===== config.mk =====
export PLATFORM = sky130hd
export DESIGN_NAME = dll_tx_framer
export DESIGN_NICKNAME = d
export VERILOG_FILES = /design/src/rtl/dll_tx_framer_pkg.sv /design/src/rtl/dll_tx_framer_rr_arb4.sv /design/src/rtl/dll_tx_framer.sv
export SDC_FILE = /design/constraint.sdc
export NUM_CORES = 1
export LEC_CHECK = 0
export ABC_AREA = 0
export CAP_MARGIN = 5
export CORE_AREA = 2 2 80 89
export DETAILED_ROUTE_END_ITERATION = 7
export DIE_AREA = 0 0 82 91
export GPL_TIMING_DRIVEN = 0
export HOLD_SLACK_MARGIN = 0.03
export PLACE_DENSITY = 0.79
export REMOVE_ABC_BUFFERS = 1
export SYNTH_ARGS = -nofsm -noshare
export SYNTH_HDL_FRONTEND = slang
export SYNTH_SLANG_ARGS = --single-unit

===== constraint.sdc =====
create_clock -name clk_i -period 2.5 [get_ports clk_i]
set_input_delay 0.5 -clock clk_i [delete_from_list [all_inputs] [get_ports clk_i]]
set_output_delay 0.5 -clock clk_i [all_outputs]
set_load 0.05 [all_outputs]

===== src/rtl/dll_tx_framer_pkg.sv =====
// Shared definitions for the data-link transmit framer: default widths, checksum seed
// and FSM state encoding.
package dll_tx_framer_pkg;

    localparam int unsigned DefDataW   = 12;
    localparam int unsigned DefSeqW    = 10;
    localparam logic [11:0] DefChkSeed = 12'hFFF;
    localparam int unsigned NumVc      = 4;

    // Header word layout: vc in the top two bits, sequence number below.
    localparam int unsigned HdrVcMsb  = 11;
    localparam int unsigned HdrVcLsb  = 10;
    localparam int unsigned HdrSeqMsb = 9;

    typedef enum logic [2:0] {
        StIdle = 3'd0,
        StPop  = 3'd1,
        StCapt = 3'd2,
        StHdr  = 3'd3,
        StPay  = 3'd4,
        StChk  = 3'd5
    } state_e;

endpackage


===== src/rtl/dll_tx_framer_rr_arb4.sv =====
// Combinational 4-way round-robin arbiter: grants the first requester at or after ptr_i,
// returning both a one-hot grant and its encoded index.
module dll_tx_framer_rr_arb4 (
    input  logic [3:0] req_i,
    input  logic [1:0] ptr_i,
    output logic [3:0] gnt_o,
    output logic [1:0] vc_o,
    output logic       valid_o
);

    logic [1:0] idx;

    // Scan from the farthest offset down so the closest requester to ptr_i wins.
    always_comb begin
        gnt_o   = 4'b0000;
        vc_o    = 2'd0;
        valid_o = 1'b0;
        idx     = ptr_i;
        for (int i = 3; i >= 0; i--) begin
            idx = ptr_i + i[1:0];
            if (req_i[idx]) begin
                gnt_o      = 4'b0000;
                gnt_o[idx] = 1'b1;
                vc_o       = idx;
                valid_o    = 1'b1;
            end
        end
    end

endmodule


===== src/rtl/dll_tx_framer.sv =====
// Drains four per-class FIFOs round-robin, one word per frame, and emits
// HDR/PAYLOAD/CHK frames on a valid/ready link.
module dll_tx_framer
    import dll_tx_framer_pkg::*;
#(
    parameter int unsigned       DataW   = DefDataW,
    parameter int unsigned       SeqW    = DefSeqW,
    parameter logic [DataW-1:0]  ChkSeed = DefChkSeed
) (
    input  logic              clk_i,
    input  logic              reset_i,
    input  logic              link_up_i,
    input  logic [3:0]        empty_i,
    input  logic [DataW-1:0]  fifo_data0_i,
    input  logic [DataW-1:0]  fifo_data1_i,
    input  logic [DataW-1:0]  fifo_data2_i,
    input  logic [DataW-1:0]  fifo_data3_i,
    output logic [3:0]        pop_o,
    output logic [DataW-1:0]  tx_data_o,
    output logic              tx_valid_o,
    output logic              tx_sof_o,
    output logic              tx_eof_o,
    input  logic              tx_ready_i,
    output logic [15:0]       frame_cnt_o,
    output logic              busy_o
);

    state_e             state_q, state_d;
    logic [1:0]         vc_q, vc_d;
    logic [3:0]         gnt_q, gnt_d;
    logic [DataW-1:0]   payload_q, payload_d;
    logic [SeqW-1:0]    seq_q, seq_d;
    logic [1:0]         rr_ptr_q, rr_ptr_d;
    logic [15:0]        frame_cnt_q, frame_cnt_d;

    logic [3:0]         arb_gnt;
    logic [1:0]         arb_vc;
    logic               arb_valid;
    logic [DataW-1:0]   fifo_sel;
    logic [DataW-1:0]   hdr_word;
    logic               xfer;

    dll_tx_framer_rr_arb4 u_arb (
        .req_i   (~empty_i),
        .ptr_i   (rr_ptr_q),
        .gnt_o   (arb_gnt),
        .vc_o    (arb_vc),
        .valid_o (arb_valid)
    );

    always_comb begin
        case (vc_q)
            2'd0:    fifo_sel = fifo_data0_i;
            2'd1:    fifo_sel = fifo_data1_i;
            2'd2:    fifo_sel = fifo_data2_i;
            default: fifo_sel = fifo_data3_i;
        endcase
    end

    assign hdr_word = {vc_q, seq_q};
    assign xfer     = tx_valid_o && tx_ready_i;

    always_comb begin
        state_d     = state_q;
        vc_d        = vc_q;
        gnt_d       = gnt_q;
        payload_d   = payload_q;
        seq_d       = seq_q;
        rr_ptr_d    = rr_ptr_q;
        frame_cnt_d = frame_cnt_q;
        case (state_q)
            StIdle: begin
                if (link_up_i && arb_valid) begin
                    vc_d    = arb_vc;
                    gnt_d   = arb_gnt;
                    state_d = StPop;
                end
            end
            StPop:  state_d = StCapt;
            StCapt: begin
                // FIFO output is valid the cycle after the pop.
                payload_d = fifo_sel;
                state_d   = StHdr;
            end
            StHdr:  if (xfer) state_d = StPay;
            StPay:  if (xfer) state_d = StChk;
            StChk: begin
                if (xfer) begin
                    seq_d       = seq_q + 1'b1;
                    frame_cnt_d = frame_cnt_q + 16'd1;
                    rr_ptr_d    = vc_q + 2'd1;
                    state_d     = StIdle;
                end
            end
            default: state_d = StIdle;
        endcase
    end

    always_comb begin
        pop_o      = 4'b0000;
        tx_data_o  = '0;
        tx_valid_o = 1'b0;
        tx_sof_o   = 1'b0;
        tx_eof_o   = 1'b0;
        case (state_q)
            StPop: pop_o = gnt_q;
            StHdr: begin
                tx_data_o  = hdr_word;
                tx_valid_o = 1'b1;
                tx_sof_o   = 1'b1;
            end
            StPay: begin
                tx_data_o  = payload_q;
                tx_valid_o = 1'b1;
            end
            StChk: begin
                tx_data_o  = ChkSeed ^ hdr_word ^ payload_q;
                tx_valid_o = 1'b1;
                tx_eof_o   = 1'b1;
            end
            default: ;
        endcase
    end

    assign busy_o      = (state_q != StIdle);
    assign frame_cnt_o = frame_cnt_q;

    always_ff @(posedge clk_i) begin
        if (reset_i) begin
            state_q     <= StIdle;
            vc_q        <= 2'd0;
            gnt_q       <= 4'b0000;
            payload_q   <= '0;
            seq_q       <= '0;
            rr_ptr_q    <= 2'd0;
            frame_cnt_q <= 16'd0;
        end else begin
            state_q     <= state_d;
            vc_q        <= vc_d;
            gnt_q       <= gnt_d;
            payload_q   <= payload_d;
            seq_q       <= seq_d;
            rr_ptr_q    <= rr_ptr_d;
            frame_cnt_q <= frame_cnt_d;
        end
    end

endmodule

After elaboration in Yosys (flattened, before gate mapping) --
Cells that the tools add are included.
Operators by class: $add $sub $neg 6, mux-type cells 39, order comparisons 8, equality and inequality tests 11, reduce and logical (&&, ||, !) cells 13, bitwise operators 3
Operators with widths (count):
- $pmux W12 S3 | 2
- $mux W4 | 5
- $pmux W3 S6 | 1
- $add A16 B1 Y16 const B | 1
- $mux W1 | 15
- $lt A2 B3 Y1 const B | 4
- $mux W3 | 4
- $not A12 Y12 | 1
- $xor A12 B12 Y12 | 1
- $add A10 B1 Y10 const B | 1
- $bmux W1 S2 | 4
- $demux W1 S2 | 4
- $ge A2 B1 Y1 const B | 4
- $mux W2 | 4
- $ne A2 B2 Y1 const B | 4
- $eq A3 B2 Y1 const B | 2
- $eq A3 B3 Y1 const B | 2
- $logic_and A1 B1 Y1 | 6
- $add A2 B1 Y2 const B | 2
- $add A2 B2 Y2 const B | 2
- $not A4 Y4 | 1
- $reduce_and A2 Y1 | 2
- $reduce_and A4 Y1 | 1
- $eq A3 B1 Y1 const B | 1
- 6 further kinds | 6
Storage, ports and cells: flip-flop bits (word level) 49, logic and storage cells 87, output and inout port bits 36, bits of input ports 56

Depth between registers and ports, before layout --
Gate-level depths: netlist (run 1).
depth in word-level cells 10, mapped depth 8, depth with buffers taken out 7

Hierarchy --
Synthesis (run 1) repeated with hierarchy kept, for this count alone.
Unflattened totals: cells, all modules 400, area total of the unflattened synthesis 3188.1 um^2
Modules (own cells, without submodules):
- dll_tx_framer | seq. area each 980.9 um^2, area an instance 2678.8 um^2, cells an instance 339, times used 1
- dll_tx_framer_rr_arb4 | seq. area each 0.0 um^2, area an instance 509.2 um^2, cells an instance 61, times used 1

Least setup slack after synthesis (run 1) --
OpenSTA, ideal clock, no wires.
kind reg2out, start register state_q[0], end output port tx_data_o[10], setup slack 0.048 ns, path buffers 2, data arrival time 1.952 ns, stages on the path, launching flop included 5, required time 2.000 ns, path through dfxtp_1 -> clkbuf_1 -> clkbuf_1 -> and2_1 -> a22o_1
Between the ends: cells in the longest elaborated chain, start to end 2, elaborated cells between the ends (all ways) 4, those cells by class 3 x eq/ne; 1 x mux
RTL lines:
- start: declaration | RTL line dll_tx_framer.sv:28 | state_e state_q, state_d;
- start signal: assignment | RTL line dll_tx_framer.sv:130 | state_q <= StIdle;
- start signal: assignment | RTL line dll_tx_framer.sv:138 | state_q <= state_d;
- $eq A3 B3 Y1 / $eq A3 B2 Y1 (equally long branches) | RTL line dll_tx_framer.sv:105 | case (state_q)
- $pmux W12 S3 (*) | RTL line dll_tx_framer.sv:105
- end: declaration | RTL line dll_tx_framer.sv:19 | output logic [DataW-1:0] tx_data_o,
Mark *: on every way between the ends. The rest lies on a longest branch, timed or not.

Worst setup path after layout (run 1) --
start register state_q[1], end output port tx_data_o[10]
Same word-level chain as after synthesis.

==> insert_results.sql, run 1 <==
INSERT INTO impl_metrics (metric_group, metric, value, unit) VALUES
('cts', 'cts_inserted_buffers', '5', ''),
('cts', 'clock_sinks', '49', ''),
('timing', 'slew_headroom', '0.3934', ''),
('critical_path', 'critical-path-slowest-cell', 'sky130_fd_sc_hd__dfxtp_2', ''),
('timing', 'timing.final.crit_share', '0.9659', ''),
('global_routing', 'initial_antenna_violation_count', '0', ''),
('critical_path', 'critical_path.cell_chain', 'nor2b_4 -> buf_4 -> and2_1 -> a22o_1 -> clkdlybuf4s15_2', ''),
('route', 'routed_via_density', '5.796', ''),
('logic_synthesis', 'synth_largest_type_area_fraction', '0.3214', ''),
('cts', 'max-clock-path-buffers', '2', ''),
('cts', 'tritoncts', 'done', ''),
('logic_synthesis', 'share_of_flip_flops_with_an_asynchronous_set_or_reset', '0', ''),
('global_routing', 'gr-total-overflow', '0', ''),
('die', 'die_h', '91', 'µm'),
('route', 'wl_per_cell', '15.24', 'µm'),
('global_routing', 'global_route.usage.total', '0.2301', ''),
('timing', 'finalMaxSlewViolations', '0', ''),
('layout', 'final_net_count', '526', ''),
('min_path', 'hold_path.class', 'flip-flop to flip-flop', ''),
('logic_synthesis', 'postSynthCellCount', '387', ''),
('route', 'route.final.wire_length', '8.278', 'mm'),
('critical_path', 'setup.worst_path.start_class', 'flip-flop', ''),
('pwr', 'total_leakage_power', '1.456', 'nW'),
('global_routing', 'grt_pass1_vias', '2904', ''),
('route', 'dr_total_vias', '3147', ''),
('layout', 'diodes', '0', ''),
('route', 'drc_errors', '0', ''),
('critical_path', 'timing.critical_path.required', '2000', 'ps'),
('critical_path', 'path_class', 'flip-flop to output port', ''),
('timing', 'layout_min_cycle_time', '2415', 'ps'),
('die', 'width_of_the_chip', '82', 'µm'),
('logic_synthesis', 'syn-cell-area', '3052', 'µm²'),
('global_routing', 'grt_max_degree', '50', ''),
('timing', 'final-setup-viol-count', '0', ''),
('logic_synthesis', 'synth.ff_latch_count', '49', ''),
('pwr', 'power_density', '402.5', 'nW/µm²'),
('placement', 'place.gp.congestion', '0.8598', ''),
('job', 'timing.max_cap.violations', '0', ''),
('timing', 'worst_slack', '85.19', 'ps'),
('layout', 'drive_above_1_share', '0.08460', ''),
('global_routing', 'grt_first_pass_wirelength', '13.77', 'mm'),
('route', 'drt_iter0_markers', '314', ''),
('timing', 'fin_skew', '6.786', 'ps'),
('logic_synthesis', 'yosys_most_used_dff', 'sky130_fd_sc_hd__dfxtp_1', ''),
('timing', 'clock.fmax', '414.1', 'MHz'),
('critical_path', 'setup.worst_path.end_class', 'output port', ''),
('pwr', 'ir_worst_vdd', '0.2712', 'mV'),
('die', 'design.die.area', '7462', 'µm²'),
('logic_synthesis', 'yosys_warning_count', '0', ''),
('cts', 'cts_root_buffer', 'sky130_fd_sc_hd__clkbuf_8', ''),
('die', 'core_outline_area', '6516', 'µm²'),
('outcome', 'run_status', 'completed', ''),
('logic_synthesis', 'synth_top_area_cell', 'sky130_fd_sc_hd__dfxtp_1', ''),
('layout', 'flow.area_growth_from_synthesis', '33.50', '%'),
('cts', 'post_cts_hold_buffer_count', '0', ''),
('logic_synthesis', 'synth-edff-count', '0', ''),
('critical_path', 'critical_path_peak_fanout', '12', ''),
('timing', 'tightest_slew', '909.9', 'ps'),
('layout', 'non_filler_instance_count_after_layout', '543', ''),
('placement', 'place_worst_setup_slack', '-611.7', 'ps'),
('timing', 'hold_ws', '473.9', 'ps'),
('placement', 'port_buffers', '91', ''),
('die', 'floorplan.io_pins', '92', ''),
('placement', 'place_inst', '533', ''),
('critical_path', 'critPathArrivalTime', '1910', 'ps'),
('die', 'floorplan.rows', '31', ''),
('route', 'drt-pass1-iter-count', '5', ''),
('critical_path', 'max_stage_delay', '460', 'ps'),
('cts', 'clk-insertion-delay-late', '310', 'ps'),
('logic_synthesis', 'synth_sequential_area_ratio', '0.3214', ''),
('placement', 'post-dp-hpwl', '5.844', 'mm'),
('logic_synthesis', 'ys_types', '45', ''),
('timing', 'hold_viol_final', '0', ''),
('logic_synthesis', 'post_synth.cell_area_avg', '7.885', 'µm²'),
('logic_synthesis', 'netlist_top_cells_area', 'sky130_fd_sc_hd__dfxtp_1 32%, sky130_fd_sc_hd__nand2_1 8.2%, sky130_fd_sc_hd__a21oi_1 4.6%', ''),
('timing', 'rsz0062_at_grt', 'no', ''),
('die', 'initial_core_utilization', '0.4683', ''),
('route', 'antenna_left', '0', ''),
('cts', 'htree_levels', '2', ''),
('cts', 'worst_setup_hold_path_clk_slew', '90', 'ps');
-- registers in the layout, summed over array words and instances, names as in the netlist --
register     count
gnt_q            4
seq_q           10
payload_q       12
vc_q             2
state_q          3
rr_ptr_q         2
frame_cnt_o     16
-- final timing paths --
path / startpoint / endpoint / slack [ps] / depth (start not counted)
worst max-delay path: state_q[1] / tx_data_o[10] / 90 / 5
worst min-delay path: payload_q[8] / payload_q[8] / 470 / 2
worst max register to register: rr_ptr_q[0] / gnt_q[0] / 200 / 7
worst min register to register: payload_q[8] / payload_q[8] / 470 / 2
-- critical path: cells and delay by family (launching register included) --
family	cells	cell delay, ps
AOI/OAI and AO/OA	1	200
buffers and inverters	2	540
DFF	1	460
and+or+nand+nor	2	420
-- cells by family after synthesis --
kind of cell	synth area share
buffers and inverters	0.05125
adder cells (fa/ha/maj)	0.04100
XOR/XNOR	0.06314
flip-flops	0.3214
AO/OA/AOI/OAI	0.2255
multiplexers	0.02952
AND/OR/NAND/NOR	0.2681
-- area by class of cell --
class                   instances  area (µm²)
clock buffers                   8       80.08
fillers                       619        2442
inverters                       9       33.78
multi-input cells             302        1938
flip-flops and latches         49       988.4
well taps                      82       102.6
repair buffers                 93       930.9
-- cell usage after synthesis (2+ instances only) --
master / count
sky130_fd_sc_hd__nand3_1: 8
sky130_fd_sc_hd__and3_1: 10
sky130_fd_sc_hd__nand2b_1: 14
sky130_fd_sc_hd__ha_1: 10
sky130_fd_sc_hd__o21ai_0: 21
sky130_fd_sc_hd__nor2_1: 34
sky130_fd_sc_hd__nor4_1: 5
sky130_fd_sc_hd__a21oi_1: 28
sky130_fd_sc_hd__a31oi_1: 3
sky130_fd_sc_hd__dfxtp_1: 49
sky130_fd_sc_hd__xor2_1: 15
sky130_fd_sc_hd__clkbuf_1: 22
sky130_fd_sc_hd__inv_1: 9
sky130_fd_sc_hd__or3_1: 4
sky130_fd_sc_hd__nor2b_1: 4
sky130_fd_sc_hd__a22o_1: 3
sky130_fd_sc_hd__buf_6: 2
sky130_fd_sc_hd__a221o_1: 3
sky130_fd_sc_hd__xnor2_1: 7
sky130_fd_sc_hd__nand4_1: 7
sky130_fd_sc_hd__a222oi_1: 13
sky130_fd_sc_hd__nor3_1: 5
sky130_fd_sc_hd__o31ai_1: 11
sky130_fd_sc_hd__nand2_1: 67
sky130_fd_sc_hd__a32o_1: 9
sky130_fd_sc_hd__o21a_1: 2
sky130_fd_sc_hd__mux4_2: 4
-- power breakdown --
| group | switching (W) | internal, W | leakage (nW) |
|---|---|---|---|
| Combinational | 0.000169 | 0.000169 | 1.02 |
| Sequential | 0.0000405 | 0.000804 | 0.399 |
| Clock | 0.000258 | 0.000199 | 0.0395 |
| Total | 0.000467 | 0.00117 | 1.46 |
-- timing repair --
item,CTS,global route
setup buffers,2,0
setup endpoints to repair,32,20
resized for setup,52,3
-- through the flow --
stage	power (W)	setup TNS, ps	utilization	cell area [µm²]
after global placement	0.001182	-8790	0.6050	3943
after floorplan	0.001025	-128.1	-	2929
after detailed placement	0.001191	-9773	0.6043	3938
final	0.001640	0	0.6252	4074
after global routing	0.001715	0	0.6252	4074
after CTS	0.001646	0	0.6238	4065
-- layout by cell type (no fill, tap or decap), drive strengths merged, types with 8 or more instances in the layout --
| cell type | synthesis | final |
|---|---|---|
| clkbuf | 23 | 8 |
| nand2b | 15 | 15 |
| o21ai | 21 | 21 |
| nor2 | 34 | 34 |
| xor2 | 15 | 15 |
| a32o | 9 | 9 |
| nand3 | 8 | 8 |
| a222oi | 13 | 13 |
| dfxtp | 49 | 49 |
| clkdlybuf4s50 | 0 | 72 |
| ha | 10 | 10 |
| clkdlybuf4s15 | 0 | 13 |
| and3 | 10 | 10 |
| o31ai | 11 | 11 |
| a21oi | 28 | 28 |
| nand2 | 67 | 67 |
| inv | 9 | 9 |
-- per-layer routing --
| layer | vias to the layer above | routed length [µm] | global-route usage |
|---|---|---|---|
| met2 | 114 | 4006 | 0.3659 |
| li1 | 1543 | - | - |
| met4 | 0 | 110 | 0.07083 |
| met3 | 14 | 530 | 0.05765 |
| met5 | - | 0 | 0 |
| met1 | 1476 | 3632 | 0.3031 |
(Power assumes the default switching activity.)
==> run 2: changes to the inputs <==
--- a/config.mk
+++ b/config.mk
@@ -7,12 +7,15 @@
 export LEC_CHECK = 0
 export ABC_AREA = 0
 export CAP_MARGIN = 5
-export CORE_AREA = 2 2 80 89
+export CORE_AREA = 2 2 71 80
+export CTS_CLUSTER_SIZE = 14
 export DETAILED_ROUTE_END_ITERATION = 7
-export DIE_AREA = 0 0 82 91
+export DIE_AREA = 0 0 73 82
+export DONT_BUFFER_PORTS = 1
 export GPL_TIMING_DRIVEN = 0
 export HOLD_SLACK_MARGIN = 0.03
-export PLACE_DENSITY = 0.79
+export PLACE_DENSITY = 0.75
+export RECOVER_POWER = 50
 export REMOVE_ABC_BUFFERS = 1
 export SYNTH_ARGS = -nofsm -noshare
 export SYNTH_HDL_FRONTEND = slang
==> run 2 against run 1 <==
Effect of this change: die area fell by 20%; power fell by 5.9%; count of clock-buffer cells in the layout fell by 3; worst hold slack got worse by 230 ps; combinational power fell by 34%; sequential share of layout area rose by 7.0 points; sequential power barely moved; final cell count fell by 21%; largest cell class unchanged; worst setup slack improved by 2.7 ps; highest routed layer unchanged; fmax rose by 0.11%; first-iteration DRC count fell by 18%.
==> insert_results.sql, run 2 (synthesis gave the netlist of run 1 again) <==
INSERT INTO impl_metrics (metric_group, metric, value, unit) VALUES
('timing', 'tightest_slew', '856.7', 'ps'),
('critical_path', 'critical_path_peak_fanout', '12', ''),
('die', 'floorplan.rows', '28', ''),
('timing', 'slew_headroom', '0.4277', ''),
('cts', 'cts_root_buffer', 'sky130_fd_sc_hd__clkbuf_8', ''),
('die', 'width_of_the_chip', '73', 'µm'),
('placement', 'place.gp.congestion', '0.8164', ''),
('global_routing', 'grt_max_degree', '50', ''),
('job', 'timing.max_cap.violations', '0', ''),
('global_routing', 'initial_antenna_violation_count', '0', ''),
('timing', 'rsz0062_at_grt', 'no', ''),
('critical_path', 'r2r_end', 'vc_q[0]', ''),
('critical_path', 'reg2reg_from', 'rr_ptr_q[0]', ''),
('cts', 'worst_setup_hold_path_clk_slew', '100', 'ps'),
('critical_path', 'critPathArrivalTime', '1910', 'ps'),
('critical_path', 'critical_path.cell_chain', 'nor2b_4 -> and2_2 -> a22o_2', ''),
('placement', 'dpl-instance-area', '3004', 'µm²'),
('layout', 'diodes', '0', ''),
('die', 'floorplan.io_pins', '92', ''),
('critical_path', 'critical-path-slowest-cell', 'sky130_fd_sc_hd__dfxtp_1', ''),
('pwr', 'total_leakage_power', '1.159', 'nW'),
('outcome', 'run_status', 'completed', ''),
('critical_path', 'regToRegSetupSlack', '260', 'ps'),
('cts', 'htree_levels', '2', ''),
('global_routing', 'global_route.usage.total', '0.2429', ''),
('route', 'antenna_left', '0', ''),
('layout', 'mostFrequentLayoutCells', '67 x sky130_fd_sc_hd__nand2_1, 47 x sky130_fd_sc_hd__dfxtp_1, 34 x sky130_fd_sc_hd__nor2_1', ''),
('die', 'design.die.area', '5986', 'µm²'),
('route', 'drc_errors', '0', ''),
('critical_path', 'timing.critical_path.required', '2000', 'ps'),
('pwr', 'power.total', '0.001543', 'W'),
('critical_path', 'cp_num_buf_inv', '0', ''),
('cts', 'max-clock-path-buffers', '2', ''),
('timing', 'layout_min_cycle_time', '2412', 'ps'),
('die', 'initial_core_utilization', '0.5846', ''),
('route', 'routed_via_density', '6.559', ''),
('critical_path', 'critPathTopFamily', 'simple AND/OR/NAND/NOR gates', ''),
('layout', 'largest_register_ffs', '16', ''),
('layout', 'drive_above_1_share', '0.1051', ''),
('global_routing', 'grt_first_pass_wirelength', '11.49', 'mm'),
('timing', 'timing.final.crit_share', '0.9648', ''),
('critical_path', 'setup.worst_path.end_class', 'output port', ''),
('cts', 'clock_sinks', '49', ''),
('critical_path', 'crit_end', 'tx_data_o[10]', ''),
('cts', 'cts_inserted_buffers', '5', ''),
('layout', 'final_area', '3156', 'µm²'),
('critical_path', 'critical_path_depth', '3', ''),
('critical_path', 'max_stage_delay', '580', 'ps'),
('critical_path', 'worstSetupStartpoint', 'state_q[1]', ''),
('global_routing', 'grt_pass1_vias', '2464', ''),
('route', 'drt-pass1-iter-count', '5', ''),
('timing', 'hold_viol_final', '0', ''),
('layout', 'flow.area_growth_from_synthesis', '3.403', '%'),
('placement', 'port_buffers', '0', ''),
('layout', 'layout_commonest_cell', 'sky130_fd_sc_hd__nand2_1', ''),
('route', 'route.final.wire_length', '7.324', 'mm'),
('die', 'die_h', '82', 'µm'),
('placement', 'place_worst_setup_slack', '-517.7', 'ps'),
('timing', 'fin_skew', '11.31', 'ps'),
('route', 'drt_iter0_markers', '257', ''),
('timing', 'finalMaxSlewViolations', '0', ''),
('timing', 'final-setup-viol-count', '0', ''),
('pwr', 'power_density', '489.1', 'nW/µm²'),
('timing', 'worst_slack', '87.93', 'ps'),
('critical_path', 'path_class', 'flip-flop to output port', ''),
('cts', 'tritoncts', 'done', ''),
('cts', 'post_cts_hold_buffer_count', '0', ''),
('global_routing', 'gr-total-overflow', '0', ''),
('layout', 'final_net_count', '436', ''),
('placement', 'post-dp-hpwl', '5.053', 'mm'),
('die', 'core_outline_area', '5220', 'µm²'),
('cts', 'clk-insertion-delay-late', '310', 'ps'),
('critical_path', 'worst_reg_to_reg_path_cell_count', '7', ''),
('timing', 'clock.fmax', '414.6', 'MHz'),
('pwr', 'ir_worst_vdd', '0.2636', 'mV'),
('route', 'dr_total_vias', '2827', ''),
('critical_path', 'setup.worst_path.start_class', 'flip-flop', ''),
('route', 'wl_per_cell', '16.99', 'µm'),
('min_path', 'hold_path.class', 'primary input to flip-flop', '');
## run 2: changes by cell type in the layout (fill, tap and decap cells not counted), moves of 2 or more
cell and change:
sky130_fd_sc_hd__a32o_2 +9, sky130_fd_sc_hd__dlygate4sd2_1 -5, sky130_fd_sc_hd__clkdlybuf4s15_2 -13, sky130_fd_sc_hd__clkbuf_1 -3
sky130_fd_sc_hd__a32o_1 -9, sky130_fd_sc_hd__dfxtp_1 +2, sky130_fd_sc_hd__a22o_2 +3, sky130_fd_sc_hd__clkdlybuf4s50_1 -72
sky130_fd_sc_hd__dfxtp_2 -2, sky130_fd_sc_hd__a22o_1 -3
## run 2: worst min-delay path by stage
stage / startpoint / end / slack (ps) / depth (start not counted)
global placement: payload_q[10] / payload_q[10] / 450 / 2
CTS: reset_i / payload_q[5] / 250 / 1
floorplan: payload_q[10] / payload_q[10] / 440 / 2
detailed placement: payload_q[7] / payload_q[7] / 460 / 2
finish: reset_i / frame_cnt_o[14] / 250 / 1
global route: reset_i / payload_q[5] / 230 / 1
## run 2: routing by layer
metal / GRT usage / up-vias / part of all wire
li1: - / 1367 / -
met1: 0.3179 / 1346 / 0.43
met2: 0.3937 / 106 / 0.48
met3: 0.06503 / 8 / 0.081
met4: 0.06667 / 0 / 0.0098
met5: 0 / - / 0
## run 2: area by class of cell
cell class	instances	area, µm²
Clock inverter	3	21.27
Multi-Input combinational cell	302	1948
Tap cell	60	75.07
Inverter	9	33.78
Timing Repair Buffer	3	22.52
Sequential cell	49	985.9
Fill cell	472	2064
Clock buffer	5	68.82
## run 2: report_power, final
group	switching (W)	internal [W]	total [W]
clock network	0.000277	0.000199	0.000476
logic	0.000133	0.0000890	0.000222
registers	0.0000412	0.000804	0.000845
## run 2: timing repair
item / in CTS / in global routing
pin swaps: 0 / 0
setup buffers: 3 / 0
setup endpoints to repair: 31 / 17
resized for setup: 17 / 4
## run 2: stage by stage
stage / std cells / hold WS, ps / utilization / TNS (ps)
4_1_cts: 431 / 247.1 / 0.6023 / 0
5_1_grt: 431 / 234.5 / 0.6045 / 0
2_1_floorplan: 360 / 438.3 / - / -128.1
3_3_place_gp: 420 / 449.6 / 0.5755 / -1635
6_report: 431 / 248.6 / 0.6045 / 0
3_5_place_dp: 420 / 459.9 / 0.5755 / -2445
==> run 3: changes to the inputs <==
--- a/config.mk
+++ b/config.mk
@@ -20,3 +20,4 @@
 export SYNTH_ARGS = -nofsm -noshare
 export SYNTH_HDL_FRONTEND = slang
 export SYNTH_SLANG_ARGS = --single-unit
+export TNS_END_PERCENT = 50
==> results of run 3 <==
Same layout as run 2: the final DEF is identical, and so are final timing and power.
